<file path="config.mk">
export PLATFORM = sky130hd
export DESIGN_NAME = uart_alu_sequencer
export DESIGN_NICKNAME = d
export VERILOG_FILES = /design/src/rtl/uart_alu_sequencer.sv
export SDC_FILE = /design/constraint.sdc
export NUM_CORES = 1
export LEC_CHECK = 0
export BUFFER_PORTS_ARGS = -buffer_cell sky130_fd_sc_hd__buf_4
export CORE_ASPECT_RATIO = 2
export CORE_MARGIN = 2
export CORE_UTILIZATION = 40
export DETAILED_ROUTE_END_ITERATION = 6
export MAX_ROUTING_LAYER = met4
export PLACE_DENSITY = 0.69
export SLEW_MARGIN = 20
export SYNTH_ARGS = -nofsm -noshare
export SYNTH_HDL_FRONTEND = slang
export SYNTH_SLANG_ARGS = --single-unit
</file>
<file path="constraint.sdc">
create_clock -name i_clock -period 3.2 [get_ports i_clock]
set_input_delay 0.16 -clock i_clock [delete_from_list [all_inputs] [get_ports i_clock]]
set_output_delay 0.16 -clock i_clock [all_outputs]
set_load 0.02 [all_outputs]
</file>
<file path="src/rtl/uart_alu_sequencer.sv">
// Command sequencer: collects operand A, operand B and opcode bytes from uart_rx, runs them
// through the ALU and sends the result byte to uart_tx. Optional inactivity timeout: UART_SEQ_TIMEOUT_EN.
module uart_alu_sequencer #(
  parameter int NB_DATA        = 8,
  parameter int NB_OP          = 6,
  parameter int TIMEOUT_CYCLES = 1000000,
  parameter int NB_TIMEOUT     = 20
) (
  input  logic               i_clock,
  input  logic               i_reset,
  input  logic [NB_DATA-1:0] i_rx_data,
  input  logic               i_rx_valid,
  input  logic [NB_DATA-1:0] i_alu_result,
  input  logic               i_tx_done,
  output logic [NB_DATA-1:0] o_alu_a,
  output logic [NB_DATA-1:0] o_alu_b,
  output logic [NB_OP-1:0]   o_alu_op,
  output logic [NB_DATA-1:0] o_tx_data,
  output logic               o_tx_start,
  output logic               o_busy,
  output logic               o_error
);

  typedef enum logic [2:0] {
    S_WAIT_A,
    S_WAIT_B,
    S_WAIT_OP,
    S_EXEC,
    S_SEND,
    S_WAIT_TX
  } state_t;

  state_t state, next_state;
  logic   accept, counting, expired, timeout_hit;

  if (NB_TIMEOUT < $clog2(TIMEOUT_CYCLES)) begin : g_timeout_width_check
    $error("NB_TIMEOUT is too narrow to count TIMEOUT_CYCLES");
  end

  // A byte is only taken while the FSM is collecting a command; elsewhere it is dropped.
  assign accept   = i_rx_valid && (state == S_WAIT_A || state == S_WAIT_B || state == S_WAIT_OP);
  assign counting = (state == S_WAIT_B) || (state == S_WAIT_OP) || (state == S_WAIT_TX);
  assign timeout_hit = expired && counting && !i_rx_valid && !i_tx_done;

  always_ff @(posedge i_clock) begin
    if (i_reset) begin
      state <= S_WAIT_A;
    end else begin
      state <= next_state;
    end
  end

  always_comb begin
    next_state = state;
    case (state)
      S_WAIT_A:  if (i_rx_valid) next_state = S_WAIT_B;
      S_WAIT_B: begin
        if (i_rx_valid)       next_state = S_WAIT_OP;
        else if (timeout_hit) next_state = S_WAIT_A;
      end
      S_WAIT_OP: begin
        if (i_rx_valid)       next_state = S_EXEC;
        else if (timeout_hit) next_state = S_WAIT_A;
      end
      S_EXEC:    next_state = S_SEND;
      S_SEND:    next_state = S_WAIT_TX;
      S_WAIT_TX: begin
        if (i_tx_done || timeout_hit) next_state = S_WAIT_A;
      end
      default:   next_state = S_WAIT_A;
    endcase
  end

  // Operand/opcode/result registers hold until overwritten; reset clears partial commands.
  always_ff @(posedge i_clock) begin
    if (i_reset) begin
      o_alu_a   <= '0;
      o_alu_b   <= '0;
      o_alu_op  <= '0;
      o_tx_data <= '0;
    end else begin
      if (state == S_WAIT_A && i_rx_valid)  o_alu_a  <= i_rx_data;
      if (state == S_WAIT_B && i_rx_valid)  o_alu_b  <= i_rx_data;
      if (state == S_WAIT_OP && i_rx_valid) o_alu_op <= i_rx_data[NB_OP-1:0];
      if (state == S_EXEC)                  o_tx_data <= i_alu_result;
    end
  end

  assign o_tx_start = (state == S_SEND);
  assign o_busy     = (state == S_EXEC) || (state == S_SEND) || (state == S_WAIT_TX);

`ifdef UART_SEQ_TIMEOUT_EN
  localparam logic [NB_TIMEOUT-1:0] LAST_COUNT = NB_TIMEOUT'(TIMEOUT_CYCLES - 1);

  logic [NB_TIMEOUT-1:0] idle_cnt;
  logic                  error_pulse;

  // Counter restarts on any accepted byte or state change, so it measures time spent idle in one wait state.
  always_ff @(posedge i_clock) begin
    if (i_reset) begin
      idle_cnt    <= '0;
      error_pulse <= 1'b0;
    end else begin
      error_pulse <= timeout_hit;
      if (accept || (next_state != state) || !counting) idle_cnt <= '0;
      else                                              idle_cnt <= idle_cnt + NB_TIMEOUT'(1);
    end
  end

  assign expired = (idle_cnt >= LAST_COUNT);
  assign o_error = error_pulse;
`else
  assign expired = 1'b0;
  assign o_error = 1'b0;
`endif

endmodule

</file>
==> impl_results.md, run 1 <==
- Global-route wire length before repair: 4.64 mm
- Number of DRC markers in iteration 0: 18
- Slew at the pin with the worst max-slew slack: 0.566 ns
- Count of standard-cell rows: 28
- Power Dens Cells: 507 nW/um^2
- Buf+Inv Stages, Crit Path: 1
- Crit-path cells: nand3b_1 -> nand2_1 -> buf_4
- Number of nets in the finished design: 196
- Count of input and output buffers: 51
- Half-perimeter wire length after detailed placement: 2.11 mm
- Rel. slew slack: 62.2%
- Fin Setup TNS: 0 ns
- Total leakage power: 0.803 nW
- Overall via count from detail_route: 1,024
- Flops & latches, synth: 33
- Fmax: 0.556 GHz
- Netlist Area Pre-Place: 1260 um^2
- DRT Wirelength: 2.78 mm
- Final antenna diode count: 0
- Setup slack, reg-to-reg: 1.72 ns
- Result of the run: finished, final reports clean
- Worst slack at placement: 1.69 ns
- Total Routing Usage GR: 17.2%
- Area contributors post-synth: dfxtp_1, mux2i_1, nor2_1
- Worst min-delay path startpoint: i_alu_result[6]
- Die extent in x: 43.7 um
- Hold/Removal Path Class: in -> reg
- Setup fix buffers added after clock tree synthesis: 0
- Share of the clock period used by the worst path: 56.2%
- Cell type of the slowest stage on the worst timing path: dfxtp_1
- Critical path capture point type: output pin
- Number of stages on the worst hold path: 3
- Final period demand of the worst path: 1.80 ns
- Capturing point of the worst reg2reg path: o_tx_data[4]
- Root buffer cell: clkbuf_8
- Proportion of synthesized flip-flops having asynchronous set or reset: 0%
- Number of flops mapped to enable cells by yosys: 0
- Die footprint: 3650 um^2
- Library cell occupying the most area in the post-synthesis netlist: dfxtp_1
- Fin worst setup slack: 1.40 ns
- Count of yosys warnings during synthesis: 0
- Portion of total power attributed to combinational logic: 13.1%
- Worst R2R Path Depth: 3
- Relative contribution of sequential cells to total power: 50.5%
- Syn nets: 148
- Sw power: 0.219 mW
- Most used standard cell by instance count after synthesis: dfxtp_1
- Vias per std cell: 4.97
- Count of final setup violators: 0
- Number of hold violations in the final report: 0
- Detail Route Antenna Nets: 0
- Critical path type: reg -> out
- Critical path's largest stage delay: 0.51 ns
- Fraction of layout instances using a drive strength above 1: 35.2%
- Average footprint of a synthesized cell: 9.86 um^2
- Switching share of power: 25.1%
- Number of DRC violations after detailed routing: 0
- Max Cap Violations: 0
- Starting density of the core: 42.4%
- Beginning of the worst register-to-register path: state[0]
- Worst-case hold path end point: o_tx_data[6]
- Clock tree skew after final layout: 0.00826 ns
- Worst-case vdd ir drop: 0.000283 V
- Quantity of hold-fixing buffers added after cts: 0
- Commonest cells in the netlist: dfxtp_1, nor2_1, mux2i_1
- Top Ports: 53
- Vert. Die Dim: 83.5 um
- Max Slew Vio Count: 0
- Predominant post-synthesis flop cell: dfxtp_1
- Initial antenna violation count: 0
- Internal: 0.652 mW
- Clock tree from TritonCTS: done
- Non-Filler Cell Area, Final: 1720 um^2
- Number of iterations in the first detailed-routing pass: 4
- RSZ-0062 raised after global routing: false
- Clock latency on the worst-skew pair: 0.28 ns
- Required time of the critical path: 3.04 ns
- Type of origin of the critical path: register
- Number of unique standard cell types used by synthesis: 20
- Max Buffers Root-to-Sink: 2
- GR Overflow Total: 0
- Area growth, synth to finish: 36.1%
- Placeable core area: 2980 um^2
- Number of resized instances in the post-cts repair step: 0
- Data arrival time at the worst-slack endpoint: 1.64 ns
- Critical Path Fanout Max: 11
- Cts bufs inserted: 5
- Vias in the first global route: 986
- Deepest level of the CTS H-tree: 2
- Clk network pwr share: 36.4%
- First element of the critical path: state[0]
- TritonCTS sink count: 33
- Clock slew seen by the registers of the worst setup and hold paths: 0.07 ns
- Category of cells accounting for the largest share of critical-path delay: simple AND/OR/NAND/NOR gates
- Largest net degree at the start of global routing: 34
- Share of the synthesized area in the top cell type: 52.3%
- GP Congestion: 0.731
- Critical path depth: 3
- Number of standard cells after synthesis: 128
- Mean routed wirelength per cell: 13.5 um
- Sequential area share after synthesis: 52.3%
- Placed instance area: 1630 um^2
==> worst min-delay path, delay by kind of cell <==
kind / cells / cell delay, ns
buffers and inverters: 1 / 0.08
AND/OR/NAND/NOR: 1 / 0.07
multiplexers: 1 / 0.05
==> kinds of logic (layout without fill, tap and decap cells) <==
| kind of cell | after synthesis | after routing | share of synthesized area, % |
|---|---|---|---|
| AOI/OAI and AO/OA | 12 | 12 | 5.25 |
| other | 1 | 1 | 0.297 |
| muxes | 22 | 22 | 17.4 |
| buffers and inverters | 10 | 58 | 4.36 |
| and+or+nand+nor | 50 | 50 | 20.3 |
| DFF | 33 | 33 | 52.3 |
==> layer usage <==
metal  vias to the layer above  global-route usage, %  share of wire [%]
met5                         -                      -                  0
met4                         0                   7.44                1.8
met3                         6                   4.55                4.5
met2                        32                   27.8                 55
met1                       471                   19.3                 39
li1                        515                      -                  -
==> final cells by class <==
cell class / instances / area [um^2]
Fill cell: 273 / 1260
Multi-Input combinational cell: 85 / 547
Sequential cell: 33 / 661
Timing Repair Buffer: 51 / 383
Clock inverter: 1 / 7.51
Clock buffer: 6 / 82.6
Tap cell: 30 / 37.5
==> registers in the layout, indices dropped and copies added, names as in the netlist <==
| name | flops |
|---|---|
| state | 3 |
| o_tx_data | 8 |
| o_alu_a | 8 |
| o_alu_b | 8 |
| o_alu_op | 6 |
==> how the worst max path moves through the flow <==
stage | slack (ns) | end
2_1_floorplan | 1.94 | o_alu_a[1]
3_3_place_gp | 1.76 | o_busy
3_5_place_dp | 1.69 | o_busy
4_1_cts | 1.37 | o_busy
5_1_grt | 1.29 | o_busy
6_report | 1.40 | o_busy
==> metrics by stage <==
| stage | hold WS [ns] | util [%] | instances | total power [mW] |
|---|---|---|---|---|
| after floorplan | 0.296 | - | 128 | 0.515 |
| after global placement | 0.392 | 54.7 | 199 | 0.561 |
| after detailed placement | 0.398 | 54.7 | 199 | 0.565 |
| after CTS | 0.106 | 57.7 | 206 | 0.878 |
| after global routing | 0.120 | 57.7 | 206 | 0.903 |
| final | 0.111 | 57.7 | 206 | 0.871 |
==> power by group through the flow <==
| stage | combinational [mW] | sequential [mW] | clock [mW] |
|---|---|---|---|
| finish | 0.114 | 0.439 | 0.317 |
| global placement | 0.114 | 0.448 | 0 |
| CTS | 0.116 | 0.440 | 0.322 |
| global route | 0.126 | 0.441 | 0.336 |
| floorplan | 0.0527 | 0.462 | 0 |
| detailed placement | 0.116 | 0.449 | 0 |
==> cells in the final DEF, fill, tap and decap left out, drive strengths merged <==
master    Yosys  routed
buf           7      51
dfxtp        33      33
nor2         23      23
mux2i        22      22
nand2        17      17
a21oi         9       9
clkbuf        3       6
nand3b        2       2
and4bb        2       2
or4b          2       2
or2b          1       1
nand2b        1       1
a211oi        1       1
or3b          1       1
a21o          1       1
a31oi         1       1
nor4b         1       1
conb          1       1
clkinvlp      0       1
Power figures use the tool's default switching activity.
==> inputs of run 2 (changes only) <==
Settings changed: ABC_AREA from default to 1, PLACE_DENSITY 0.69 to 0.72.
Clock period 3.2 ns to 1.5 ns, I/O delays scaled along.
==> impl_results.md, run 2 <==
- Clock tree from TritonCTS: done
- Number of resized instances in the post-cts repair step: 0
- Overall power: 2.11 mW
- Crit-path cells: nor2_1 -> nand2_1 -> inv_1 -> buf_4
- Buf+Inv Stages, Crit Path: 2
- Number of DRC violations after detailed routing: 0
- Cell type of the slowest stage on the worst timing path: dfxtp_1
- Fin worst setup slack: 0.234 ns
- Number of unique standard cell types used by synthesis: 15
- Hold/Removal Path Class: in -> reg
- Count of final setup violators: 0
- DRT Wirelength: 2.86 mm
- Syn nets: 187
- Non-Filler Cell Area, Final: 1730 um^2
- Number of iterations in the first detailed-routing pass: 4
- GP Congestion: 0.768
- Vert. Die Dim: 82.3 um
- Area growth, synth to finish: 41.3%
- Critical path capture point type: output pin
- Top Registers: o_alu_a: 8 flops, o_alu_b: 8 flops, o_tx_data: 8 flops
- Root buffer cell: clkbuf_8
- Count of standard-cell rows: 28
- Largest net degree at the start of global routing: 33
- Type of origin of the critical path: register
- Max Buffers Root-to-Sink: 2
- Share of the synthesized area in the top cell type: 53.9%
- Proportion of synthesized flip-flops having asynchronous set or reset: 0%
- Clock tree skew after final layout: 0.00338 ns
- Category of cells accounting for the largest share of critical-path delay: flip-flops
- Total Routing Usage GR: 17.6%
- Commonest cells after routing, fill and taps aside: nor2_1, buf_4, dfxtp_1, o21ai_0, nand2_1
- Number of flops mapped to enable cells by yosys: 0
- Die extent in x: 43.1 um
- Fraction of layout instances using a drive strength above 1: 30.4%
- Worst slack at placement: 0.326 ns
- Placed instance area: 1630 um^2
- Sequential area share after synthesis: 53.9%
- Total placed cells including tap cells: 245
- Worst-case vdd ir drop: 0.000626 V
- Total leakage power: 0.837 nW
- Max Cap Violations: 0
- Fin Setup TNS: 0 ns
- Area contributors post-synth: dfxtp_1, nor2_1, o21ai_0
- Critical Path Fanout Max: 6
- Result of the run: finished, final reports clean
- Fmax: 0.790 GHz
- Overall via count from detail_route: 1,228
- Number of DRC markers in iteration 0: 17
- Initial antenna violation count: 0
- Critical path's largest stage delay: 0.37 ns
- Vias in the first global route: 1,094
- Predominant post-synthesis flop cell: dfxtp_1
- Cts bufs inserted: 5
- Required time of the critical path: 1.42 ns
- Data arrival time at the worst-slack endpoint: 1.19 ns
- Final period demand of the worst path: 1.27 ns
- Detail Route Antenna Nets: 0
- Netlist Area Pre-Place: 1220 um^2
- Max Slew Vio Count: 0
- Clock slew seen by the registers of the worst setup and hold paths: 0.06 ns
- Die footprint: 3550 um^2
- Power Dens Cells: 1220 nW/um^2
- RSZ-0062 raised after global routing: false
- Clock latency on the worst-skew pair: 0.28 ns
- GR Overflow Total: 0
- Most used standard cell by instance count after synthesis: nor2_1
- Commonest cells in the netlist: nor2_1, dfxtp_1, o21ai_0
- Deepest level of the CTS H-tree: 2
- Final antenna diode count: 0
- Average footprint of a synthesized cell: 7.33 um^2
- Share of the clock period used by the worst path: 84.4%
- Flops & latches, synth: 33
- Half-perimeter wire length after detailed placement: 2.15 mm
- Number of nets in the finished design: 243
- Number of standard cells after synthesis: 167
- Starting density of the core: 41.6%
- Layout Cells excl Fill: 254
- Mean routed wirelength per cell: 11.3 um
- Library cell occupying the most area in the post-synthesis netlist: dfxtp_1
- Number of hold violations in the final report: 0
- Vias per std cell: 4.83
- Worst hold margin: 0.0448 ns
- Count of yosys warnings during synthesis: 0
- Global-route wire length before repair: 4.49 mm
- Placeable core area: 2940 um^2
- Top Ports: 53
- Count of input and output buffers: 51
- Final Util: 58.8%
- TritonCTS sink count: 33
- Critical path type: reg -> out
- Leading cell type in the layout, fill and taps excluded: nor2_1
## run 2: cell families (layout without fill, tap and decap cells)
logic type             after synthesis  count (layout)  share of synthesized area (%)
flip-flops                          33              33                           53.9
AND/OR/NAND/NOR                     86              86                           27.7
other                                1               1                          0.306
AO/OA/AOI/OAI                       32              32                           13.2
buffers and inverters               15              72                           4.90
## run 2: layout make-up
| type | count | area (um^2) |
|---|---|---|
| fill | 305 | 1210 |
| sequential | 33 | 661 |
| multi-input combinational | 119 | 504 |
| timing repair buffer | 53 | 400 |
| clock buffer | 5 | 68.8 |
| inverter | 11 | 41.3 |
| tap | 30 | 37.5 |
| clock inverter | 3 | 17.5 |
## run 2: worst paths after layout
check                                startpoint            to  slack, ns  depth (start not counted)
worst max-delay path                   state[0]    o_tx_start       0.23                          4
worst min-delay path            i_alu_result[3]  o_tx_data[3]       0.04                          3
worst max register to register         state[0]    o_alu_a[4]       0.28                          4
worst min register to register       o_alu_b[6]    o_alu_b[6]       0.48                          2
## run 2: timing repair
action	CTS	global route
setup buffers	0	0
hold buffers	1	0
endpoints found under the hold margin	1	0
## run 2: where the power goes
part / leakage (nW) / internal [mW] / switching, mW
combinational: 0.523 / 0.196 / 0.269
sequential: 0.270 / 0.955 / 0.0481
clock: 0.0439 / 0.319 / 0.318
## run 2: worst reg2reg max path: cells and delay by family, from the launching register on
kind,cells,cell delay [ns]
simple gates,3,0.45
flops,1,0.37
compound gates,1,0.29
## run 2: metal layers
layer	vias to the layer above	routed length [um]	global-route usage [%]	part of all wire, %
li1	635	-	-	-
met1	536	1020	16.6	36
met2	46	1520	29.9	53
met3	11	180	4.78	6.3
met4	0	136	12.7	4.8
met5	-	0	-	0
==> inputs of run 3 (changes only) <==
Clock period 1.5 ns to 1.1 ns, I/O delays scaled along.
==> impl_results.md, run 3 (synthesis results as in run 2) <==
- Cell type of the slowest stage on the worst timing path: dfxtp_4
- Root buffer cell: clkbuf_8
- Fillcell total: 258
- Half-perimeter wire length after detailed placement: 2.21 mm
- Critical Path Fanout Max: 4
- Initial antenna violation count: 0
- Category of cells accounting for the largest share of critical-path delay: flip-flops
- Count of final setup violators: 16
- Fin Setup TNS: -0.478 ns
- Relative contribution of sequential cells to total power: 44.6%
- Beginning of the worst register-to-register path: state[0]
- Worst R2R Path Depth: 8
- Data arrival time at the worst-slack endpoint: 1.12 ns
- Count of standard-cell rows: 28
- Placeable core area: 2940 um^2
- Top Ports: 53
- Type of origin of the critical path: register
- Starting density of the core: 41.6%
- Die extent in x: 43.1 um
- Number of DRC markers in iteration 0: 13
- Worst min-delay path startpoint: i_alu_result[3]
- Critical path depth: 6
- Vias in the first global route: 1,134
- Count of input and output buffers: 51
- Mean routed wirelength per cell: 12.5 um
- Clock tree skew after final layout: 0.00501 ns
- Portion of total power attributed to combinational logic: 27.5%
- Max Buffers Root-to-Sink: 2
- Final Util: 68.4%
- Number of iterations in the first detailed-routing pass: 4
- Critical path type: reg -> out
- Total leakage power: 0.956 nW
- DRT Wirelength: 3.38 mm
- GR Overflow Total: 0
- Area growth, synth to finish: 64.4%
- Final period demand of the worst path: 1.17 ns
- Vert. Die Dim: 82.3 um
- Critical path's largest stage delay: 0.39 ns
- Switching share of power: 31.1%
- Number of stages on the worst hold path: 3
- Number of DRC violations after detailed routing: 0
- Worst slack at placement: -0.0630 ns
- Number of nets in the finished design: 259
- Global-route wire length before repair: 4.90 mm
- Max Slew Vio Count: 0
- Total Routing Usage GR: 19.2%
- Power Dens Cells: 1540 nW/um^2
- Cts bufs inserted: 5
- Detail Route Antenna Nets: 0
- Hold/Removal Path Class: in -> reg
- Clock latency on the worst-skew pair: 0.28 ns
- Result of the run: complete, but fails checks
- Clk network pwr share: 27.9%
- Failing checks: negative setup slack
- TritonCTS sink count: 33
- Number of hold violations in the final report: 0
- Required time of the critical path: 1.04 ns
- Fraction of layout instances using a drive strength above 1: 46.3%
- Fmax: 0.852 GHz
- Top Registers: o_alu_a: 8 flops, o_alu_b: 8 flops, o_tx_data: 8 flops
- Overall via count from detail_route: 1,306
- Fin worst setup slack: -0.0741 ns
- Clock tree from TritonCTS: done
- Share of the clock period used by the worst path: 107%
- Deepest level of the CTS H-tree: 2
- Largest net degree at the start of global routing: 33
- Layout Cells excl Fill: 270
- RSZ-0062 raised after global routing: true
- Buf+Inv Stages, Crit Path: 3
- Final antenna diode count: 0
- Overall power: 3.10 mW
- Total placed cells including tap cells: 250
- Internal: 2.14 mW
- Die footprint: 3550 um^2
- GP Congestion: 0.753
- Sw power: 0.964 mW
- Commonest cells after routing, fill and taps aside: nor2_1, buf_4, dfxtp_1, o21ai_1, o21ai_0
- First element of the critical path: state[0]
- Max Cap Violations: 0
- Crit-path cells: buf_6 -> nand2_4 -> nand2_2 -> nand2_2 -> inv_2 -> buf_6
- Clock slew seen by the registers of the worst setup and hold paths: 0.07 ns
- Worst-case vdd ir drop: 0.00117 V
- Leading cell type in the layout, fill and taps excluded: nor2_1
- Vias per std cell: 4.84
- Critical path capture point type: output pin
-- run 3: changes by cell type in the layout (fill, tap and decap cells not counted), sizes merged --
cell | before | now
buf | 52 | 67
nand2 | 14 | 15
inv | 11 | 10
clkbuf | 5 | 6
-- run 3: area by class of cell --
cell class / count / area [um^2] / share of cell area, %
repair buffers: 68 / 552 / 27.4
clock buffers: 6 / 72.6 / 3.60
well taps: 30 / 37.5 / 1.86
flip-flops and latches: 33 / 672 / 33.4
inverters: 11 / 57.6 / 2.86
multi-input cells: 120 / 612 / 30.4
clock inverters: 2 / 10.0 / 0.497
-- run 3: final timing paths --
kind | endpoint | slack (ns)
max | o_busy | -0.07
min | o_tx_data[3] | 0.006
max reg2reg | state[1] | -0.05
min reg2reg | o_alu_b[2] | 0.48
-- run 3: power by group through the flow --
stage	Clock (mW)	Combinational, mW	Sequential, mW
global placement	0	0.660	1.39
finish	0.866	0.853	1.38
global route	0.907	0.922	1.40
CTS	0.878	0.759	1.38
floorplan	0	0.256	1.51
detailed placement	0	0.666	1.40
-- run 3: routing by layer --
layer	share of wire (%)	vias to the layer above	track usage, %
li1	-	673	-
met1	38	587	19.3
met2	56	40	32.5
met3	4.4	6	4.13
met4	2.3	0	12.7
met5	0	-	-
-- run 3: metrics by stage --
stage	hold WS, ns	cell area [um^2]
after CTS	0.0247	1900
after global routing	0.0320	2010
final	0.00637	2010
after detailed placement	0.225	1680
after global placement	0.222	1680
after floorplan	0.124	1220
-- run 3: repair_timing --
| action | in CTS | in global routing |
|---|---|---|
| setup endpoints to repair | 24 | 33 |
| resized for setup | 26 | 46 |
| pin swaps | 1 | 12 |
| buffers inserted | 8 | 2 |
| hold buffers | 1 | 0 |
| cloned | 0 | 1 |
| endpoints found under the hold margin | 1 | 0 |
-- run 3: worst min-delay path: cells and delay by family --
| kind | cells | cell delay, ns |
|---|---|---|
| simple gates | 1 | 0.07 |
| compound gates | 1 | 0.05 |
| buf+inv | 1 | 0.07 |
